$ cat src/rtl/kyber_pkg.sv
// Shared types and constants for the Kyber byte/bit stream helpers.
package kyber_pkg;

  localparam int BYTE_W = 8;

  typedef enum logic [1:0] {
    B2B_IDLE,
    B2B_COLLECT,
    B2B_FINISH
  } b2b_state_t;

endpackage

$ cat src/rtl/bits_to_bytes_stream_bit_pack_acc.sv
// LSB-first bit accumulator: merges IN_W-bit beats into one byte and flags
// the beat that completes it.
module bit_pack_acc
  import kyber_pkg::*;
#(
  parameter int IN_W = 1
) (
  input  logic              clk,
  input  logic              rst_n,
  input  logic              clr,
  input  logic              take,
  input  logic [IN_W-1:0]   in_bits,
  output logic [BYTE_W-1:0] byte_val,
  output logic              complete
);

  localparam int CNT_W = $clog2(BYTE_W);
  localparam logic [CNT_W-1:0] LAST_POS = CNT_W'(BYTE_W - IN_W);

  logic [BYTE_W-1:0] acc;
  logic [CNT_W-1:0]  bit_cnt;

  // Bits above bit_cnt are always zero, so OR-ing the shifted beat in
  // yields the byte including the current beat.
  always_comb begin
    byte_val = acc | (BYTE_W'(in_bits) << bit_cnt);
    complete = take && (bit_cnt == LAST_POS);
  end

  always_ff @(posedge clk) begin
    if (!rst_n || clr) begin
      acc     <= '0;
      bit_cnt <= '0;
    end else if (take) begin
      acc     <= complete ? '0 : byte_val;
      bit_cnt <= bit_cnt + CNT_W'(IN_W);
    end
  end

endmodule

$ cat src/rtl/bits_to_bytes_stream.sv
// Bit-stream to byte-stream packer (Kyber BitsToBytes ordering) with
// valid/ready on both sides. Optional abort input: BITS_TO_BYTES_ABORT_EN.
module bits_to_bytes_stream
  import kyber_pkg::*;
#(
  parameter int BYTE_COUNT = 256,
  parameter int IN_W       = 1,
  parameter int LEN_W      = $clog2(BYTE_COUNT) + 1
) (
  input  logic              clk,
  input  logic              rst_n,
  input  logic              start,
  input  logic [LEN_W-1:0]  len,
  input  logic [IN_W-1:0]   in_bits,
  input  logic              in_valid,
  output logic              in_ready,
  output logic [BYTE_W-1:0] out_byte,
  output logic              out_valid,
  input  logic              out_ready,
  output logic              out_last,
  output logic              busy,
  output logic              done
`ifdef BITS_TO_BYTES_ABORT_EN
  ,
  input  logic              abort
`endif
);

  if (!(IN_W == 1 || IN_W == 2 || IN_W == 4 || IN_W == 8)) begin : g_bad_in_w
    $error("bits_to_bytes_stream: IN_W must be 1, 2, 4 or 8");
  end

  localparam logic [LEN_W-1:0] MAX_LEN = LEN_W'(BYTE_COUNT);

  b2b_state_t        state;
  logic [LEN_W-1:0]  bytes_left;
  logic              take;
  logic              complete;
  logic              start_ok;
  logic              clr;
  logic [BYTE_W-1:0] byte_val;

  always_comb begin
    in_ready = (state == B2B_COLLECT) && (bytes_left != '0) && (!out_valid || out_ready);
    take     = in_valid && in_ready;
    start_ok = (state == B2B_IDLE) && start;
    busy     = (state == B2B_COLLECT);
  end

`ifdef BITS_TO_BYTES_ABORT_EN
  assign clr = start_ok || abort;
`else
  assign clr = start_ok;
`endif

  bit_pack_acc #(.IN_W(IN_W)) u_acc (
    .clk      (clk),
    .rst_n    (rst_n),
    .clr      (clr),
    .take     (take),
    .in_bits  (in_bits),
    .byte_val (byte_val),
    .complete (complete)
  );

  always_ff @(posedge clk) begin
    if (!rst_n) begin
      state      <= B2B_IDLE;
      bytes_left <= '0;
      out_byte   <= '0;
      out_valid  <= 1'b0;
      out_last   <= 1'b0;
      done       <= 1'b0;
    end
`ifdef BITS_TO_BYTES_ABORT_EN
    else if (abort) begin
      state      <= B2B_IDLE;
      bytes_left <= '0;
      out_valid  <= 1'b0;
      out_last   <= 1'b0;
      done       <= 1'b0;
    end
`endif
    else begin
      done <= 1'b0;
      if (out_valid && out_ready) begin
        out_valid <= 1'b0;
        out_last  <= 1'b0;
      end
      // A completing beat only gets in when the output slot frees this cycle.
      if (complete) begin
        out_byte   <= byte_val;
        out_valid  <= 1'b1;
        out_last   <= (bytes_left == LEN_W'(1));
        bytes_left <= bytes_left - LEN_W'(1);
      end
      case (state)
        B2B_IDLE: begin
          if (start) begin
            if (len == '0) begin
              state <= B2B_FINISH;
              done  <= 1'b1;
            end else begin
              state      <= B2B_COLLECT;
              bytes_left <= (len > MAX_LEN) ? MAX_LEN : len;
            end
          end
        end
        B2B_COLLECT: begin
          if (out_valid && out_ready && out_last) begin
            state <= B2B_FINISH;
            done  <= 1'b1;
          end
        end
        B2B_FINISH: state <= B2B_IDLE;
        default:    state <= B2B_IDLE;
      endcase
    end
  end

endmodule

$ cat config.mk
export PLATFORM = sky130hd
export DESIGN_NAME = bits_to_bytes_stream
export DESIGN_NICKNAME = d
export VERILOG_FILES = /design/src/rtl/kyber_pkg.sv /design/src/rtl/bits_to_bytes_stream_bit_pack_acc.sv /design/src/rtl/bits_to_bytes_stream.sv
export SDC_FILE = /design/constraint.sdc
export NUM_CORES = 1
export LEC_CHECK = 0
export CAP_MARGIN = 20
export CORE_ASPECT_RATIO = 1.75
export CORE_MARGIN = 2
export CORE_UTILIZATION = 56
export CTS_BUF_LIST = sky130_fd_sc_hd__clkbuf_16
export DETAILED_ROUTE_END_ITERATION = 8
export GPL_TIMING_DRIVEN = 0
export PLACE_DENSITY_LB_ADDON = 0.15
export SYNTH_ARGS = -nofsm -noshare
export SYNTH_HDL_FRONTEND = slang
export SYNTH_SLANG_ARGS = --single-unit
export TNS_END_PERCENT = 100
$ cat constraint.sdc
create_clock -name clk -period 4.6 [get_ports clk]
set_input_delay 0.69 -clock clk [delete_from_list [all_inputs] [get_ports clk]]
set_output_delay 0.69 -clock clk [all_outputs]
set_load 0.1 [all_outputs]
==> metrics.txt <==
VDD IR max 366 µV; Synth Cell Area 1620 µm²; via/cell ratio just over 6; Avg Inst Size Synth around 8.6 µm²; Post CTS Setup Buffer Count 0; Placement Rows 25; Syn. warnings 0; Clock Skew approximately 0.0067 ns; Syn Nets 208; placer congestion estimate just over 0.9; GRT Util Overall 0.272; Final ANT Viol Nets 0; Flop pwr share 0.425; CP dominant cell by count clkdlybuf4s50_1; ys flop type dfxtp_1; Hold Crit Class flip-flop to flip-flop; Leak ~0.86 nW; Power per Cell Area 340 nW/µm²; DRC Markers 0; worst hold slack 0.471 ns; Worst-Margin Slew 0.981 ns; switching share of total power 0.255; CTS clk-pin slew, worst paths 0.05 ns; Area after DPL a little under 2000 µm²; Die ar. 3360 µm²; Post-Place Cells 242; endpoints failing setup 0; final-stage net count 242; relative slew slack 0.344; worst-path cell chain clkdlybuf4s50_1 > nand2b_1 > nand2_1 > nor2_1 > clkdlybuf4s50_1; Final Max Tran Viols 0; via count 1531; diode count 0; unrepaired setup endpoints after global routing false; critical path type input pin to output pin; non-filler cells, final 250; hold wc startpoint u_acc.acc[4]; crit share post-route 0.746; H-tree depth 2; status completed; Final min period 3.43 ns; Longest Clk Path Bufs 2; vias in the first global route 1464; sequential share of the synthesized area 0.407; largest stage delay on the critical path 1.14 ns; MaxCap Viol Count 0; Routed WL per cell 16.7 µm; Num CTS Buffers 5; first-pass GRT wire length 6.49 mm; fin area 2070 µm²; Unique masters post-synth 39; Filler cells between 200 and 250; Congestion Overflow GR 0; CP Launch Point out_ready; Int Pwr 524 µW; DRT iter0 DRCs 36; Area growth, synth to finish 27.2%; starting density of the core 0.597; Post-DP HPWL 3.15 mm; Synth Register Bits 33; Hold Vio Cnt, Final 0; largest net degree at the start of global routing 11; Sw Pwr 179 µW; Die Wd 44.7 µm; Cells after Synth 188; post-route setup TNS 0 ns; clock sink total 33; share of layout cells above drive strength 1 0.0628; Core ar. roughly 2700 µm²; PortBufs 27; Max Clk Rate 0.291 GHz; Gate power share 0.128; drt first pass iters 7; initial antenna violation count 0; clk_lat worst skew 0.28 ns; Clk pwr share 0.448; top post-synthesis cells by area dfxtp_1 41%, nand2_1 5.5%, o211a_1 4.9%, a21oi_1 4.3%, nor2_1 3.9%; PostCTS Resize Cnt 0; Synth area leader dfxtp_1; critical path's slowest cell clkdlybuf4s50_1; top cell type's share of synthesized area 0.407; number of synthesized flops with an enable pin 0; CTS Hold Bufs 0; WP data arrival 2.74 ns; worst r2r src u_acc.bit_cnt[1]; Worst Setup End Kind output pin; WL final roughly 4.2 mm; type of origin of the critical path input pin; Top Ports 28; Die Height 75.2 µm; Critical Path Fanout Max 6; Critical Path RT between 3 and 4 ns; CTS Root Cell clkbuf_16; TritonCTS clock tree built; FFs w/ async S/R, synth 0
## layout by cell type (no fill, tap or decap), types with 3 or more instances in the layout
cell type,instances
nand2_1,24
ha_1,5
nor3_1,6
nor2b_1,5
nand4_1,5
clkbuf_1,3
dfxtp_1,33
a31oi_1,6
a21boi_0,3
inv_1,3
nor3b_1,5
and2_1,3
clkbuf_16,5
nor2_1,17
xnor2_1,4
and3_1,5
clkdlybuf4s50_1,27
a21oi_1,14
mux2i_1,3
o211a_1,8
o21ai_0,12
## cell families (layout without fill, tap and decap cells)
| group | count (synthesis) | count (layout) | share of synthesized area |
|---|---|---|---|
| compound gates | 51 | 51 | 0.214 |
| xor+xnor | 4 | 4 | 0.0216 |
| fa+ha+maj | 5 | 5 | 0.0385 |
| buf+inv | 10 | 45 | 0.0354 |
| flops | 33 | 33 | 0.407 |
| mux | 3 | 3 | 0.0185 |
| simple gates | 82 | 82 | 0.265 |
## worst max-delay path, delay by kind of cell
family | cells | cell delay (ns)
buffers and inverters | 2 | 1.63
AND/OR/NAND/NOR | 3 | 0.42
## per-stage QoR
step                total power [mW]  setup slack [ns]   util
floorplan                      0.361              1.07      -
global placement               0.389              1.20  0.709
detailed placement             0.392              1.16  0.709
CTS                            0.704              1.16  0.759
global route                   0.726              1.07  0.759
finish                         0.702              1.17  0.759
## cell type report
| cell class | count | area, µm² | share of cell area |
|---|---|---|---|
| Buffer | 7 | 46.3 | 0.0224 |
| Clock buffer | 5 | 125 | 0.0606 |
| Clock inverter | 3 | 12.5 | 0.00606 |
| Inverter | 3 | 11.3 | 0.00545 |
| Multi-Input combinational cell | 145 | 906 | 0.439 |
| Sequential cell | 33 | 661 | 0.320 |
| Tap cell | 27 | 33.8 | 0.0164 |
| Timing Repair Buffer | 27 | 270 | 0.131 |
## final timing paths
| kind | to | slack, ns | cells after the start |
|---|---|---|---|
| setup / recovery | in_ready | 1.17 | 5 |
| hold / removal | u_acc.acc[4] | 0.47 | 2 |
| setup reg to reg | bytes_left[7] | 2.60 | 7 |
| hold reg to reg | u_acc.acc[4] | 0.47 | 2 |
## sequential cells by signal (all words and copies together) (netlist names)
name           cells
out_last           1
u_acc.bit_cnt      3
state              2
bytes_left         9
u_acc.acc          8
out_byte           8
out_valid          1
done               1
## synthesized netlist by cell type, types with 3 or more instances
cell	number
and2_1	3
nor3_1	6
xnor2_1	4
clkbuf_1	3
and3_1	5
mux2i_1	3
inv_1	3
ha_1	5
nand2_1	24
o211a_1	8
a21boi_0	3
o21ai_0	12
a31oi_1	6
dfxtp_1	33
nor3b_1	5
nor2_1	17
nand4_1	5
nor2b_1	5
a21oi_1	14
## power groups by stage
stage                     clock, mW  sequential (mW)  combinational, mW
after floorplan                   0            0.302             0.0584
after detailed placement          0            0.304             0.0879
after global placement            0            0.304             0.0852
after CTS                     0.317            0.298             0.0891
after global routing          0.331            0.299             0.0958
final                         0.315            0.298             0.0896
## layer usage
layer / share of wire / global-route usage / up-vias
li1: - / - / 755
met1: 0.37 / 0.253 / 722
met2: 0.56 / 0.515 / 41
met3: 0.035 / 0.0647 / 13
met4: 0.038 / 0.152 / 0
met5: 0 / 0 / -
No activity file was read; power rests on OpenSTA's default activity.
==> patch 1: new RTL, config.mk and constraints unchanged <==
Set the parameter `BYTE_COUNT` to 512 (it was 256).
--- a/src/rtl/bits_to_bytes_stream.sv
+++ b/src/rtl/bits_to_bytes_stream.sv
@@ -4,5 +4,5 @@
   import kyber_pkg::*;
 #(
-  parameter int BYTE_COUNT = 256,
+  parameter int BYTE_COUNT = 512,
   parameter int IN_W       = 1,
   parameter int LEN_W      = $clog2(BYTE_COUNT) + 1
Interface: changed (resized len); port bits go from 28 to 29. No check against the original RTL was run, so the function may have changed too.
==> patch 1 against the unedited design <==
Worst setup slack worse by 0.093 ns; area after synthesis is 8.3% higher; core utilization is 0.34 points higher; sequential share of layout area is 1.8 points lower; power is 13% higher; cell area is 9.3% higher; routed wire length is 11% higher; sequential cell count is 1 higher; clock skew is 0.0010 ns lower; largest power group unchanged; highest routed layer unchanged.
==> patch 1: results (changes against the unedited design) <==
Worst r2r src: u_acc.bit_cnt[0] (was u_acc.bit_cnt[1])
Clk slew on worst S/H paths: 0.05 ns (about the same)
CP Max Fanout: 4 (was 6)
First drt pass iteration count: 4 (was 7)
Initial detailed-routing violation count: 36 (unchanged)
Filler cells: 209 (was 203)
Worst Skew: 0.00564 ns (was 0.00668 ns)
Leak pwr: 0.841 nW (was 0.859 nW)
Final wirelength: 4610 µm (was 4160 µm)
Ant diodes: 0 (unchanged)
Type of the worst min-delay path: reg -> reg (unchanged)
Total CTS buffers: 5 (unchanged)
Distinct cells, synth: 45 (was 39)
Largest net degree at the start of global routing: 12 (was 11)
Total number of vias: 1655 (was 1531)
GRT Total Usage: 0.278 (was 0.272)
Initial antenna violation count: 0 (unchanged)
P_sw: 198 µW (was 179 µW)
Net Count, Synth: 225 (was 208)
Synth area leaders: dfxtp_1, nor2_1, ha_1 (was dfxtp_1, nand2_1, o211a_1)
Worst rel slew slack: 0.340 (was 0.344)
Biggest regs: bytes_left: 10 flops, out_byte: 8 flops, u_acc.acc: 8 flops (was bytes_left: 9 flops, out_byte: 8 flops, u_acc.acc: 8 flops)
Clk buf depth: 2 (unchanged)
Dpl ws: 1.14 ns (was 1.16 ns)
Detail Placement HPWL: 3480 µm (was 3150 µm)
GP Congestion: 0.939 (was 0.911)
Synth Warn #: 0 (unchanged)
Final net count: 260 (was 242)
Fin. Hold Viols: 0 (unchanged)
Post-cts sizing count: 0 (unchanged)
Status: completed (unchanged)
Peak supply drop: 0.000360 V (was 0.000366 V)
H-tree lvl count: 2 (unchanged)
Share of cells above drive strength 1: 0.108 (was 0.0628)
Insertion delay to the later sink of the worst-skew pair: 0.28 ns (about the same)
Top cells by count, synth: dfxtp_1, nor2_1, nand2_1, a21oi_1, nor3_1 (was dfxtp_1, nand2_1, nor2_1, a21oi_1, o21ai_0)
Beginning of the worst hold path: u_acc.acc[1] (was u_acc.acc[4])
Asr flop ratio synth: 0 (unchanged)
Postcts setup bufs: 0 (unchanged)
Root buffer cell: clkbuf_16 (unchanged)
Critical path origin: out_ready (unchanged)
CP Data Arrival Time: 2.84 ns (was 2.74 ns)
I/O Buffers: 28 (was 27)
Seq/Total Area, Yosys: 0.387 (was 0.407)
First-pass GRT wire length: 7240 µm (was 6490 µm)
## patch 1: per-layer routing
metal,routed length [µm],vias to the layer above,GRT usage,part of all wire
met2,2630,48,0.524,0.57
li1,-,802,-,-
met3,196,20,0.0621,0.043
met5,0,-,0,0
met1,1560,785,0.238,0.34
met4,225,0,0.163,0.049
## patch 1: kinds of logic after synthesis
group | share of synthesized area
compound gates | 0.175
fa+ha+maj | 0.0356
flops | 0.387
xor+xnor | 0.0199
buf+inv | 0.0477
simple gates | 0.312
mux | 0.0228
## patch 1: worst paths after layout
kind                   endpoint  slack (ns)  cells after the start
setup / recovery       in_ready        1.07                      5
hold / removal     u_acc.acc[1]        0.46                      1
setup reg to reg  bytes_left[4]        2.71                      8
hold reg to reg    u_acc.acc[1]        0.46                      1
## patch 1: final cells by class
class                   count  area, µm²  area share
clock buffers               5        125      0.0554
clock inverters             3       40.0      0.0177
plain buffers              10       61.3      0.0272
flip-flops and latches     34        681       0.302
multi-input cells         154        995       0.441
well taps                  42       52.6      0.0233
repair buffers             28        280       0.124
inverters                   6       22.5     0.00998
## patch 1: critical path, stage by stage
cell             delay (ns)
clkdlybuf4s50_1        0.52
nor2b_1                0.10
nor2_1                 0.22
and2_1                 0.18
clkdlybuf4s50_1        1.13
## patch 1: power groups by stage
stage | Clock (mW) | Sequential [mW] | Combinational (mW)
final | 0.379 | 0.312 | 0.103
after global routing | 0.392 | 0.313 | 0.112
after CTS | 0.382 | 0.312 | 0.102
after detailed placement | 0 | 0.318 | 0.101
after global placement | 0 | 0.317 | 0.0978
after floorplan | 0 | 0.316 | 0.0684
## patch 1: stage by stage
step	utilization	cells	area (µm²)
finish	0.762	282	2260
floorplan	-	204	1760
global placement	0.707	274	2090
global route	0.762	282	2260
CTS	0.762	282	2260
detailed placement	0.707	274	2090
==> patch 2: new RTL, same flow settings <==
Without the edit above. Make the reset (`rst_n`) asynchronous in one clocked block.
--- a/src/rtl/bits_to_bytes_stream.sv
+++ b/src/rtl/bits_to_bytes_stream.sv
@@ -64,5 +64,5 @@
   );
 
-  always_ff @(posedge clk) begin
+  always_ff @(posedge clk or negedge rst_n) begin
     if (!rst_n) begin
       state      <= B2B_IDLE;
Behaviour: differs if rst_n is asserted again (counterexample within 4 cycles, from zero or initial values and one cycle with rst_n low); with rst_n held inactive, the same outputs for 10 cycles.
==> patch 2 against the unedited design <==
Synthesized cell count decreased by 11%; routed wire length decreased by 6.5%; worst setup slack improved by 0.015 ns; die area increased by 2.1%; sequential cell count unchanged; global-route usage decreased by 1.7 points; clock skew decreased by 0.0049 ns; cell area increased by 3.5%; area after synthesis increased by 2.3%; critical path type is now reg -> out.
Power is not compared: it rests on default switching activity, and its combinational part moved more than twofold at a synthesized area within 25%.
==> patch 2: results (changes against the unedited design) <==
Status: completed (unchanged)
Total CTS buffers: 5 (unchanged)
Critical path origin: bytes_left[0] (was out_ready)
Clk slew on worst S/H paths: 0.05 ns (about the same)
Asr flop ratio synth: 0.667 (was 0)
Initial detailed-routing violation count: 45 (was 36)
First drt pass iteration count: 4 (was 7)
Routed wire length per instance: 16.8 µm (was 16.7 µm)
GP Congestion: 0.961 (was 0.911)
GRT Total Usage: 0.255 (was 0.272)
Metal-1 WL: 1460 µm (was 1520 µm)
Critical R2R Capture: bytes_left[0] (was bytes_left[7])
Fin Hold WS: 0.470 ns (was 0.471 ns)
Biggest regs: bytes_left: 9 flops, out_byte: 8 flops, u_acc.acc: 8 flops (unchanged)
Net Count, Synth: 188 (was 208)
Detail Placement HPWL: 2940 µm (was 3150 µm)
Slowest stage delay, CP: 1.12 ns (was 1.14 ns)
Dpl ws: 1.25 ns (was 1.16 ns)
First-pass GRT wire length: 6440 µm (was 6490 µm)
Layout Cells excl Fill: 232 (was 250)
CP Max Fanout: 10 (was 6)
Type of the worst min-delay path: reg -> reg (unchanged)
Slowest-stage cell, CP: clkdlybuf4s50_1 (unchanged)
DP Area: 0.00197 mm² (was 0.00193 mm²)
Worst setup endpoint: in_ready (unchanged)
Initial antenna violation count: 0 (unchanged)
Seq/Total Area, Yosys: 0.464 (was 0.407)
Worst rel slew slack: 0.341 (was 0.344)
GR Layer Usage met1: 0.279 (was 0.253)
Total number of vias: 1363 (was 1531)
Mapped Cells: 168 (was 188)
Worst hold endpoint: u_acc.acc[5] (was u_acc.acc[4])
Final net count: 223 (was 242)
Met3 WL: 122 µm (was 147 µm)
Hold Crit Depth: 1 (was 2)
Commonest non-fill, non-tap cell in the layout: clkdlybuf4s50_1 (was dfxtp_1)
Synth Flop Type: dfrtp_1 (was dfxtp_1)
Ant diodes: 0 (unchanged)
Post-cts sizing count: 0 (unchanged)
Power Combinational: 217 µW
CP Data Arrival Time: 2.73 ns (was 2.74 ns)
Top cells by count, synth: dfrtp_1, nand2_1, nor2_1, dfxtp_1 (was dfxtp_1, nand2_1, nor2_1, a21oi_1, o21ai_0)
Met3 usage: 0.0403 (was 0.0647)
I/O Buffers: 27 (unchanged)
Top sig layer: met4 (unchanged)
Post-layout min period: 3.42 ns (was 3.43 ns)
Cells on worst reg2reg path: 8 (was 7)
Share of cells above drive strength 1: 0.118 (was 0.0628)
Postcts setup bufs: 0 (unchanged)
Worst Skew: 0.00180 ns (was 0.00668 ns)
Largest net degree at the start of global routing: 24 (was 11)
Sequential Power: 356 µW
Distinct cells, synth: 47 (was 39)
FF-to-FF setup slack: 2.82 ns (was 2.60 ns)
Worst r2r src: u_acc.bit_cnt[0] (was u_acc.bit_cnt[1])
GR Util met2: 0.449 (was 0.515)
Filler cells: 210 (was 203)
Routed wl met2: 2190 µm (was 2330 µm)
Synth area leaders: dfrtp_1, dfxtp_1, nand2_1 (was dfxtp_1, nand2_1, o211a_1)
Beginning of the worst hold path: u_acc.acc[5] (was u_acc.acc[4])
## patch 2: cell count changes after synthesis, sizes merged, moves of 6 or more
cell,change
a21oi,-10
dfrtp,+22
dfxtp,-22
o211a,-8
o21a,+8
xor2,+6
## patch 2: layout make-up
class / count / area [µm²] / share of cell area
inverters: 3 / 11.3 / 0.00527
multi-input cells: 126 / 837 / 0.392
clock buffers: 5 / 125 / 0.0585
plain buffers: 6 / 42.5 / 0.0199
repair buffers: 28 / 298 / 0.139
clock inverters: 3 / 17.5 / 0.00820
flip-flops and latches: 33 / 771 / 0.361
well taps: 28 / 35.0 / 0.0164
## patch 2: logic make-up (layout without fill, tap and decap cells)
kind of cell / count (synthesis) / in the layout / share of synthesized area
buf+inv: 9 / 45 / 0.0324
fa+ha+maj: 5 / 5 / 0.0377
xor+xnor: 8 / 8 / 0.0422
compound gates: 39 / 39 / 0.157
mux: 4 / 4 / 0.0271
flops: 33 / 33 / 0.464
simple gates: 70 / 70 / 0.239
